--- src/rtl/lsu_pkg.sv ---
// Shared definitions for the load/store unit: funct3 size codes, FSM states
// and the byte-address to word-index helper.
package lsu_pkg;

  localparam logic [2:0] F3_B  = 3'b000;
  localparam logic [2:0] F3_H  = 3'b001;
  localparam logic [2:0] F3_W  = 3'b010;
  localparam logic [2:0] F3_BU = 3'b100;
  localparam logic [2:0] F3_HU = 3'b101;

  typedef enum logic [2:0] {
    IDLE,
    READ,
    MERGE,
    WRITE,
    RESP
  } lsu_state_e;

  function automatic logic [31:0] word_index(input logic [31:0] addr);
    return {2'b00, addr[31:2]};
  endfunction

endpackage

--- src/rtl/lsu_align.sv ---
// Combinational lane logic: extracts and extends load data from a memory word,
// and merges sub-word store data into the old word for read-modify-write.
module lsu_align
  import lsu_pkg::*;
(
  input  logic [31:0] old_word,
  input  logic [15:0] wdata,
  input  logic [1:0]  addr_lo,
  input  logic [2:0]  funct3,
  output logic [31:0] load_result,
  output logic [31:0] store_word
);

  logic [7:0]  byte_val;
  logic [15:0] half_val;

  always_comb begin
    byte_val = old_word[7:0];
    case (addr_lo)
      2'd1:    byte_val = old_word[15:8];
      2'd2:    byte_val = old_word[23:16];
      2'd3:    byte_val = old_word[31:24];
      default: byte_val = old_word[7:0];
    endcase
    half_val = addr_lo[1] ? old_word[31:16] : old_word[15:0];

    case (funct3)
      F3_B:    load_result = {{24{byte_val[7]}}, byte_val};
      F3_BU:   load_result = {24'h0, byte_val};
      F3_H:    load_result = {{16{half_val[15]}}, half_val};
      F3_HU:   load_result = {16'h0, half_val};
      default: load_result = old_word;
    endcase
  end

  // Only signed sizes reach the merge path, so funct3[1:0] alone picks byte or half.
  always_comb begin
    store_word = old_word;
    if (funct3[1:0] == 2'b00) begin
      case (addr_lo)
        2'd1:    store_word[15:8]  = wdata[7:0];
        2'd2:    store_word[23:16] = wdata[7:0];
        2'd3:    store_word[31:24] = wdata[7:0];
        default: store_word[7:0]   = wdata[7:0];
      endcase
    end else if (funct3[1:0] == 2'b01) begin
      if (addr_lo[1]) store_word[31:16] = wdata;
      else            store_word[15:0]  = wdata;
    end
  end

endmodule

--- src/rtl/load_store_unit.sv ---
// Load/store unit between execute and a word-addressed memory without byte enables.
// Define LSU_MISALIGN_TRAP_EN to fault misaligned halfword/word accesses.
module load_store_unit
  import lsu_pkg::*;
#(
  parameter int MEM_WORDS = 1024
) (
  input  logic        clk_i,
  input  logic        rst_i,
  input  logic        req_valid_i,
  output logic        req_ready_o,
  input  logic        req_we_i,
  input  logic [2:0]  req_funct3_i,
  input  logic [31:0] req_addr_i,
  input  logic [31:0] req_wdata_i,
  output logic        resp_valid_o,
  input  logic        resp_ready_i,
  output logic [31:0] resp_rdata_o,
  output logic        resp_err_o,
  output logic        mem_rw_o,
  output logic [31:0] mem_addr_o,
  output logic [31:0] mem_data_o,
  input  logic [31:0] mem_rdata_i
);

  lsu_state_e  state;
  logic [1:0]  addr_lo;
  logic [2:0]  funct3;
  logic [15:0] wdata_lo;
  logic        we;

  logic        funct3_ok;
  logic        misaligned;
  logic        fault;
  logic [31:0] load_result;
  logic [31:0] store_word;

  always_comb begin
    funct3_ok = req_funct3_i inside {F3_B, F3_H, F3_W, F3_BU, F3_HU};
`ifdef LSU_MISALIGN_TRAP_EN
    misaligned = ((req_funct3_i[1:0] == 2'b01) && req_addr_i[0]) ||
                 ((req_funct3_i == F3_W) && (req_addr_i[1:0] != 2'b00));
`else
    misaligned = 1'b0;
`endif
    fault = !funct3_ok || (req_we_i && req_funct3_i[2]) || misaligned ||
            (word_index(req_addr_i) >= 32'(MEM_WORDS));
  end

  lsu_align u_align (
    .old_word    (mem_rdata_i),
    .wdata       (wdata_lo),
    .addr_lo     (addr_lo),
    .funct3      (funct3),
    .load_result (load_result),
    .store_word  (store_word)
  );

  // Faults are resolved at acceptance, so a bad request never touches memory.
  always_ff @(posedge clk_i or posedge rst_i) begin
    if (rst_i) begin
      state        <= IDLE;
      addr_lo      <= 2'b00;
      funct3       <= 3'b000;
      wdata_lo     <= 16'h0;
      we           <= 1'b0;
      req_ready_o  <= 1'b1;
      resp_valid_o <= 1'b0;
      resp_rdata_o <= 32'h0;
      resp_err_o   <= 1'b0;
      mem_rw_o     <= 1'b0;
      mem_addr_o   <= 32'h0;
      mem_data_o   <= 32'h0;
    end else begin
      case (state)
        IDLE: begin
          if (req_valid_i) begin
            addr_lo     <= req_addr_i[1:0];
            funct3      <= req_funct3_i;
            wdata_lo    <= req_wdata_i[15:0];
            we          <= req_we_i;
            req_ready_o <= 1'b0;
            if (fault) begin
              state        <= RESP;
              resp_valid_o <= 1'b1;
              resp_err_o   <= 1'b1;
              resp_rdata_o <= 32'h0;
            end else if (req_we_i && (req_funct3_i == F3_W)) begin
              state      <= WRITE;
              mem_rw_o   <= 1'b1;
              mem_addr_o <= word_index(req_addr_i);
              mem_data_o <= req_wdata_i;
            end else begin
              state      <= READ;
              mem_addr_o <= word_index(req_addr_i);
            end
          end
        end
        READ: state <= MERGE;
        MERGE: begin
          if (we) begin
            state      <= WRITE;
            mem_rw_o   <= 1'b1;
            mem_data_o <= store_word;
          end else begin
            state        <= RESP;
            resp_valid_o <= 1'b1;
            resp_err_o   <= 1'b0;
            resp_rdata_o <= load_result;
          end
        end
        WRITE: begin
          state        <= RESP;
          mem_rw_o     <= 1'b0;
          resp_valid_o <= 1'b1;
          resp_err_o   <= 1'b0;
          resp_rdata_o <= 32'h0;
        end
        RESP: begin
          if (resp_ready_i) begin
            state        <= IDLE;
            resp_valid_o <= 1'b0;
            req_ready_o  <= 1'b1;
          end
        end
        default: begin
          state       <= IDLE;
          mem_rw_o    <= 1'b0;
          req_ready_o <= 1'b1;
        end
      endcase
    end
  end

endmodule

--- config.mk ---
export PLATFORM = sky130hd
export DESIGN_NAME = load_store_unit
export DESIGN_NICKNAME = d
export VERILOG_FILES = /design/src/rtl/lsu_pkg.sv /design/src/rtl/lsu_align.sv /design/src/rtl/load_store_unit.sv
export SDC_FILE = /design/constraint.sdc
export NUM_CORES = 1
export LEC_CHECK = 0
export BUFFER_PORTS_ARGS = -buffer_cell sky130_fd_sc_hd__buf_2
export CAP_MARGIN = 0
export CORE_ASPECT_RATIO = 0.8
export CORE_MARGIN = 8
export CORE_UTILIZATION = 35
export CTS_CLUSTER_DIAMETER = 50
export DETAILED_ROUTE_END_ITERATION = 6
export PLACE_DENSITY = 0.56
export SETUP_SLACK_MARGIN = 0.02
export SLEW_MARGIN = 20
export SYNTH_ARGS = -nofsm -noshare
export SYNTH_HDL_FRONTEND = slang
export SYNTH_SLANG_ARGS = --single-unit
--- constraint.sdc ---
create_clock -name clk_i -period 9.13 [get_ports clk_i]
set_input_delay 1.826 -clock clk_i [delete_from_list [all_inputs] [get_ports clk_i]]
set_output_delay 1.826 -clock clk_i [all_outputs]
set_load 0.01 [all_outputs]
## Yosys cells after proc, flatten, opt, wreduce, memory -nomap -nowiden

Cells that the tools add are included.

| storage, ports and cells | value |
|---|---|
| register bits after elaboration | 123 |
| word-level logic and storage cells | 103 |
| output and inout port bits | 100 |

| operators by class | value |
|---|---|
| reduce and logical (&&, ||, !) cells | 24 |
| order comparisons | 1 |
| bitwise logic cells | 3 |
| equal/unequal tests | 22 |
| muxes and demuxes | 41 |

Operator list:

| cell | number |
|---|---|
| 32-bit 2-to-1 mux | 9 |
| 32-bit one-hot mux with 4 select lines | 1 |
| 32-bit one-hot mux with 3 select lines | 1 |
| 32-bit one-hot mux with 2 select lines | 1 |
| 16-bit 2-to-1 mux | 3 |
| 8-bit 2-to-1 mux | 4 |
| 30-bit by 11-bit >= comparator with 1-bit output, second input constant | 1 |
| 8-bit one-hot mux with 3 select lines | 1 |
| 3-bit equality test, second input constant | 5 |
| 3-bit one-hot mux with 5 select lines | 1 |
| 5-bit AND reduction | 3 |
| 2-bit inequality test, second input constant | 7 |
| 3-bit 2-to-1 mux | 4 |
| 1-bit 2-to-1 mux | 11 |
| 3-bit by 1-bit equality test with 1-bit output, second input constant | 3 |
| 3-bit by 2-bit equality test with 1-bit output, second input constant | 3 |
| 3-bit logical NOT | 3 |
| 1-bit one-hot mux with 3 select lines | 3 |
| 3-bit AND reduction | 2 |
| 3-bit OR reduction | 2 |
| 5-bit nonzero test | 1 |
| 2-bit by 1-bit equality test with 1-bit output, second input constant | 2 |
| 2-bit equality test, second input constant | 2 |
| 1-bit one-hot mux with 4 select lines | 1 |
| other kinds (12) | 17 |

## Longest topological paths before layout

Gate-level depths: netlist (run 1).

| depth | value |
|---|---|
| depth after elaboration | 8 |
| depth in mapped cells | 8 |
| gate-level depth less buffers | 5 |

## By module

Synthesis (run 1) repeated with hierarchy kept, for this count alone.

| second synthesis, totals | value |
|---|---|
| cell total of the unflattened synthesis | 529 |
| area, all modules | 6110.9 µm² |

By module, submodules not included:

| module | cells each | area each (µm²) | times used |
|---|---|---|---|
| load_store_unit | 350 | 4805.9 | 1 |
| lsu_align | 179 | 1305.0 | 1 |

## Least setup slack after synthesis (run 1)

OpenSTA, ideal clock, no wires.

| path | value |
|---|---|
| path type | input to register |
| start | input req_addr_i[20] |
| end | register mem_addr_o[0] |
| library setup time | 0.125 ns |
| buffers on the path | 1 |
| required time | 9.005 ns |
| path slack | 5.705 ns |
| data arrival time | 3.300 ns |
| cell stages on the path | 6 |
| cell sequence | nor4_1 -> nand2_1 -> nor3_1 -> and2_1 -> buf_2 -> mux2_2 |

| on the way | value |
|---|---|
| word-level cells in the longest chain between the ends | 4 |

RTL lines:

| what | line | RTL |
|---|---|---|
| from (decl) | load_store_unit.sv:14 | `input logic [31:0] req_addr_i,` |
| 30-bit by 11-bit >= comparator with 1-bit output | load_store_unit.sv:47 | `(word_index(req_addr_i) >= 32'(MEM_WORDS));` |
| 1-bit logical OR | load_store_unit.sv:46 | `fault = !funct3_ok \|\| (req_we_i && req_funct3_i[2]) \|\| misaligned \|\|` |
| 1-bit inverter (no line) | n/a |  |
| 3-bit AND reduction (no line) | n/a |  |
| to (signal assigned) | load_store_unit.sv:91 | `mem_addr_o <= word_index(req_addr_i);` |
| to (signal assigned) | load_store_unit.sv:95 | `mem_addr_o <= word_index(req_addr_i);` |
| to (decl) | load_store_unit.sv:21 | `output logic [31:0] mem_addr_o,` |

No other way between the ends.
A chain may end at the register's enable or synchronous reset.

## Worst setup path in the final report (run 1)

| path | value |
|---|---|
| start | input req_addr_i[25] |
| end | register mem_addr_o[0] |

Same word-level chain as after synthesis.

==> results of run 1 <==
-- tightest hold or removal path: stages, from the launching register on --
cell and delay [ps]:
dfrtp_1 340, nand2_1 40, o21ai_0 60
-- cell families (layout without fill, tap and decap cells) --
family                 after synthesis  count (layout)  share of synthesized area
muxes                               74              74                     0.1302
and+or+nand+nor                    168             168                     0.1394
DFF                                123             123                     0.4951
other                                1               5                  0.0006029
buffers and inverters               56             249                    0.04044
AOI/OAI and AO/OA                  168             168                     0.1943
-- final cells by class --
cell class,count,share of cell area
Clock buffer,18,0.05456
Multi-Input combinational cell,412,0.3610
Antenna cell,3,0.0009327
Clock inverter,14,0.03000
Inverter,9,0.004508
Sequential cell,123,0.3826
Timing Repair Buffer,208,0.1315
Tap cell,225,0.03498
-- final timing paths --
check,slack [ps],endpoint,depth (start not counted)
worst min register to register,480,resp_rdata_o[0]$_DFFE_PP0P_,2
min in group asynchronous,1600,mem_addr_o[5]$_DFFE_PP0P_,2
max in group asynchronous,6330,mem_data_o[20]$_DFFE_PP0P_,3
worst min-delay path,480,resp_rdata_o[0]$_DFFE_PP0P_,2
worst max-delay path,5640,mem_addr_o[0]$_DFFE_PP0P_,6
worst max register to register,6400,mem_data_o[6]$_DFFE_PP0P_,5
-- per-layer routing --
layer / up-vias / global-route usage / part of all wire
li1: 2543 / - / -
met1: 2625 / 0.2463 / 0.44
met2: 213 / 0.2847 / 0.45
met3: 17 / 0.06045 / 0.092
met4: 6 / 0.05594 / 0.0068
met5: - / 0 / 0.0014
-- synthesized netlist by cell type, drive strengths merged, types with 4 or more instances --
library cell and n:
nor2b 32, a31oi 9, o22ai 7, o21a 9, a221o 16, nand2b 6, a211oi 12, nor2 12
nand3 5, o211a 4, a21bo 6, a21oi 16, mux2 55, nand4b 6, dfrtp 122, inv 7
o221ai 9, nand2 79, nor4 5, a21o 5, mux2i 19, a221oi 7, nor3 9, a22oi 6
o311ai 7, buf 16, clkbuf 31, o21ai 46
-- per-stage QoR --
step | total power [mW] | area, um^2 | hold slack, ps | util
6_report | 1.656 | 8049 | 477.4 | 0.4632
5_1_grt | 1.732 | 8044 | 504.9 | 0.4629
4_1_cts | 1.674 | 8040 | 482.3 | 0.4627
3_5_place_dp | 0.8847 | 7360 | 467.2 | 0.4235
3_3_place_gp | 0.8789 | 7348 | 457.1 | 0.4229
2_1_floorplan | 0.7937 | 6223 | 494.1 | -
-- sequential cells by signal, indices dropped and copies added, names as in the netlist --
name          cells
state             3
req_ready_o       1
resp_err_o        1
mem_rw_o          1
mem_addr_o       30
we                1
resp_valid_o      1
addr_lo           2
wdata_lo         16
mem_data_o       32
funct3            3
resp_rdata_o     32
-- where the power goes --
| group | switching, mW | internal (mW) | total (mW) | leakage (nW) |
|---|---|---|---|---|
| Combinational | 0.149 | 0.105 | 0.253 | 2.07 |
| Sequential | 0.0525 | 0.572 | 0.624 | 1.59 |
| Clock | 0.258 | 0.520 | 0.778 | 0.319 |
| Total | 0.459 | 1.20 | 1.66 | 3.98 |
==> results.py, run 1 <==
metrics = {
    "critical_path": {
        "r2r-start": "funct3[0]$_DFFE_PP0P_",
        "endpoint_kind": "flop",
        "crit_chain": "buf_2 > nor4_1 > nand2_1 > nor3_1 > and2_2 > mux2_2",
        "crit_required_ps": 9430,
        "startpoint": "req_addr_i[25]",
        "crit_path_top_delay_cell": "and2_2",
        "worst-path-buf-inv": 1,
        "crit_family": "simple AND/OR/NAND/NOR gates",
        "cp-start-kind": "primary input",
        "crit_path_max_incr_delay_ps": 580,
        "critPathArrivalTime_ps": 3790,
        "cp_max_fo": 30,
        "path_class": "in -> reg",
    },
    "clock_tree": {
        "h-tree-depth": 4,
        "cts_tree": "yes",
        "clk_pin_slew_worst_paths_ps": 60,
        "cts_buffers": 17,
        "ctsHoldBuffers": 0,
        "clock_path_buffers": 2,
        "cts_setup_buffers": 0,
        "clockRootBuffer": "clkbuf_16",
        "cts_sinks": 123,
        "post_cts_resized": 0,
        "clk_latency_ps": 430,
    },
    "grt": {
        "grt_max_degree": 75,
        "grt_pass1_vias": 5550,
        "grt_antenna_before_repair": 4,
        "grt_use_total": 0.1861,
        "grt_pass1_wl_mm": 31.90,
        "grt-ovfl-total": 0,
    },
    "floorplanning": {
        "rows": 43,
        "ioPinCount": 204,
        "initial_core_util": 0.3579,
        "die_area_um2": 22320,
        "core_area_um2": 17380,
        "die_h_um": 135.2,
        "die_w_um": 165.0,
    },
    "synthesis": {
        "synthTopCellsByArea": "dfrtp_1 49%, mux2_2 9.8%, nand2_1 4.8%, o21ai_0 3.7%, nor2b_1 3.2%",
        "syn_inst": 590,
        "yosysSeqAreaShare": 0.4951,
        "ys_types": 55,
        "synth_ff_type": "dfrtp_1",
        "async_flop_share": 1.000,
        "ys_seq_elements": 123,
        "yosysTopAreaCell": "dfrtp_1",
        "avgSynthCellArea_um2": 10.54,
        "yosys.area.top_type_share": 0.4908,
        "synth-edff-count": 0,
        "yosysWarnings": 0,
        "synth.cell_area_um2": 6220,
    },
    "layout": {
        "drive_gt1_frac": 0.3967,
        "final_cell_mix": "201 x buf_2, 122 x dfrtp_1, 79 x nand2_1",
        "multiInputGateArea_um2": 2905,
        "area.sequential_um2": 3079,
        "syn_to_final_growth_pct": 29.41,
        "stdcell_count": 1012,
        "final_nets": 875,
        "layout_commonest_cell": "buf_2",
        "fillers": 1639,
    },
    "run_status": {
        "status": "complete, no violations",
    },
    "placement": {
        "dp_hpwl_mm": 15.59,
        "placedCellCount": 977,
        "numPortBuffers": 201,
        "gp_congestion": 0.8522,
        "dp_slack_ps": 4841,
    },
    "sta": {
        "fin_worst_skew_ps": 10.74,
        "finalWorstSetupSlack_ps": 5640,
        "layout_min_cycle_time_ps": 3490,
        "slew_headroom": 0.3734,
        "tightest_slew_ps": 939.9,
        "clock.fmax_ghz": 0.2866,
        "setup_viol": 0,
        "fin_crit_sh": 0.3822,
        "rsz0062_at_grt": "false",
        "fin_setup_tns_ps": 0,
        "final-hold-violation-count": 0,
        "final_max_slew_viol_count": 0,
    },
    "routing": {
        "num_vias": 5404,
        "ant_nets": 0,
        "via_per_inst": 5.340,
        "drt_wl_total_mm": 20.73,
        "drc": 0,
        "drt-wirelength-per-cell_um": 20.49,
        "drt_iter0_drc": 431,
        "firstDrtPassIters": 5,
    },
    "flow_run": {
        "maxCapViolCount": 0,
    },
    "worst_hold_path": {
        "hp-class": "reg -> reg",
        "min_from": "resp_rdata_o[0]$_DFFE_PP0P_",
    },
    "power": {
        "power_density_nw_per_um2": 205.7,
        "leakagePower_nw": 3.979,
        "vdd_drop_max_v": 0.0001174,
    },
}
Note: power is estimated with default switching activity, not from simulation.
==> run 2: changes to the inputs <==
Clock period 9.13 ns to 3.4 ns, I/O delays scaled along.
==> run 2 against run 1 <==
First-iteration DRC count increased by 15%; sequential power grew to 2.7 times the previous value; combinational power grew to 2.8 times the previous value; critical endpoint is now mem_data_o[1]$_DFFE_PP0P_; hold slack got worse by 68 ps; non-clock buffer count rose by 5; highest routed layer unchanged; die area unchanged; final area is 0.73% lower; final cell count grew 0.40%.
==> results.py, run 2 (same netlist as run 1, synthesis figures left out) <==
metrics = {
    "run_status": {
        "status": "complete, no violations",
    },
    "clock_tree": {
        "cts_buffers": 17,
        "cts_setup_buffers": 0,
        "clock_path_buffers": 2,
        "clk_latency_ps": 410,
        "ctsHoldBuffers": 0,
        "cts_sinks": 123,
        "h-tree-depth": 4,
        "clk_pin_slew_worst_paths_ps": 60,
        "clockRootBuffer": "clkbuf_16",
        "cts_tree": "yes",
        "post_cts_resized": 0,
    },
    "floorplanning": {
        "initial_core_util": 0.3579,
        "die_area_um2": 22320,
        "die_h_um": 135.2,
        "core_area_um2": 17380,
        "die_w_um": 165.0,
        "ioPinCount": 204,
        "rows": 43,
    },
    "critical_path": {
        "crit_path_top_delay_cell": "dfrtp_1",
        "cp-start-kind": "flop",
        "cp_max_fo": 20,
        "crit_required_ps": 3700,
        "reg2reg_depth": 5,
        "crit_path_max_incr_delay_ps": 740,
        "r2r-start": "addr_lo[0]$_DFFE_PP0P_",
        "r2r-end": "mem_data_o[1]$_DFFE_PP0P_",
        "crit_chain": "nand2b_1 > nand2_1 > mux2i_1 > o21ai_0 > mux2_2",
        "reg2reg_setup_slack_ps": 870,
        "endpoint_kind": "flop",
        "path_class": "reg -> reg",
        "critPathArrivalTime_ps": 2830,
    },
    "sta": {
        "final-hold-violation-count": 0,
        "layout_min_cycle_time_ps": 2529,
        "fin_worst_skew_ps": 4.430,
        "finalWorstSetupSlack_ps": 871.1,
        "fin_crit_sh": 0.7438,
        "slew_headroom": 0.5075,
        "setup_viol": 0,
        "tightest_slew_ps": 738.7,
        "final_max_slew_viol_count": 0,
        "clock.fmax_ghz": 0.3954,
        "rsz0062_at_grt": "false",
        "fin_setup_tns_ps": 0,
    },
    "grt": {
        "grt_pass1_vias": 5601,
        "grt_pass1_wl_mm": 31.86,
        "grt_max_degree": 124,
        "grt_use_total": 0.1850,
        "grt-ovfl-total": 0,
        "grt_antenna_before_repair": 6,
    },
    "worst_hold_path": {
        "hp-class": "in -> async",
    },
    "placement": {
        "numPortBuffers": 201,
        "dp_hpwl_mm": 15.75,
        "gp_congestion": 0.8372,
        "dp_slack_ps": 638.5,
    },
    "layout": {
        "drive_gt1_frac": 0.3992,
        "syn_to_final_growth_pct": 28.47,
        "final_cell_mix": "201 x buf_2, 122 x dfrtp_1, 79 x nand2_1",
        "final_nets": 880,
        "layout_commonest_cell": "buf_2",
        "top_regs": "mem_data_o x32, resp_rdata_o x32, mem_addr_o x30",
    },
    "routing": {
        "drt_wl_total_mm": 20.87,
        "drc": 0,
        "drt-wirelength-per-cell_um": 20.55,
        "drt_iter0_drc": 497,
        "num_vias": 5506,
        "ant_nets": 0,
        "firstDrtPassIters": 5,
        "via_per_inst": 5.419,
    },
    "power": {
        "leakagePower_nw": 3.978,
        "power_density_nw_per_um2": 519.9,
        "vdd_drop_max_v": 0.0003395,
    },
    "flow_run": {
        "maxCapViolCount": 0,
    },
}
==> run 2: how the worst max path moves through the flow <==
| stage | endpoint | slack, ps | start | cells past startpoint |
|---|---|---|---|---|
| after global routing | mem_data_o[1]$_DFFE_PP0P_ | 710 | addr_lo[0]$_DFFE_PP0P_ | 5 |
| final | mem_data_o[1]$_DFFE_PP0P_ | 870 | addr_lo[0]$_DFFE_PP0P_ | 5 |
| after floorplan | mem_addr_o[0]$_DFFE_PP0P_ | 1120 | req_addr_i[20] | 6 |
| after detailed placement | mem_addr_o[20]$_DFFE_PP0P_ | 640 | req_addr_i[31] | 7 |
| after global placement | mem_addr_o[0]$_DFFE_PP0P_ | 690 | req_addr_i[30] | 6 |
| after CTS | mem_data_o[1]$_DFFE_PP0P_ | 900 | addr_lo[0]$_DFFE_PP0P_ | 5 |
==> run 2: per-layer routing <==
layer | GRT usage | share of wire | vias up | routed length [um]
li1 | - | - | 2556 | -
met1 | 0.2407 | 0.44 | 2663 | 9200
met2 | 0.2847 | 0.45 | 246 | 9358
met3 | 0.06987 | 0.095 | 33 | 1989
met4 | 0.04645 | 0.014 | 8 | 282
met5 | 0 | 0.0021 | - | 44
==> run 2: metrics by stage <==
| step | power, mW | area [um^2] | hold slack (ps) | instances | utilization |
|---|---|---|---|---|---|
| floorplan | 2.132 | 6227 | 494.1 | 591 | - |
| global placement | 2.370 | 7400 | 460.5 | 982 | 0.4258 |
| detailed placement | 2.391 | 7400 | 461.5 | 982 | 0.4258 |
| CTS | 4.191 | 7985 | 456.1 | 1014 | 0.4595 |
| global route | 4.353 | 7990 | 478.1 | 1016 | 0.4598 |
| finish | 4.154 | 7990 | 408.9 | 1016 | 0.4598 |
==> run 2: critical path: cells and delay by family (launching register included) <==
kind | cells | cell delay (ps)
AOI/OAI and AO/OA | 1 | 100
and+or+nand+nor | 2 | 990
muxes | 2 | 570
DFF | 1 | 740
==> run 2: area by class of cell <==
| type | count | area (um^2) |
|---|---|---|
| inverters | 9 | 37.54 |
| fillers | 1682 | 9388 |
| clock inverters | 14 | 146.4 |
| repair buffers | 213 | 1109 |
| well taps | 225 | 281.5 |
| flip-flops and latches | 123 | 3079 |
| multi-input cells | 412 | 2893 |
| clock buffers | 18 | 439.2 |
| diodes | 2 | 5.005 |
==> run 2: report_power, final <==
| part | switching, mW | internal, mW | total (mW) |
|---|---|---|---|
| combinational | 0.424 | 0.291 | 0.715 |
| sequential | 0.124 | 1.54 | 1.66 |
| clock | 0.679 | 1.10 | 1.78 |
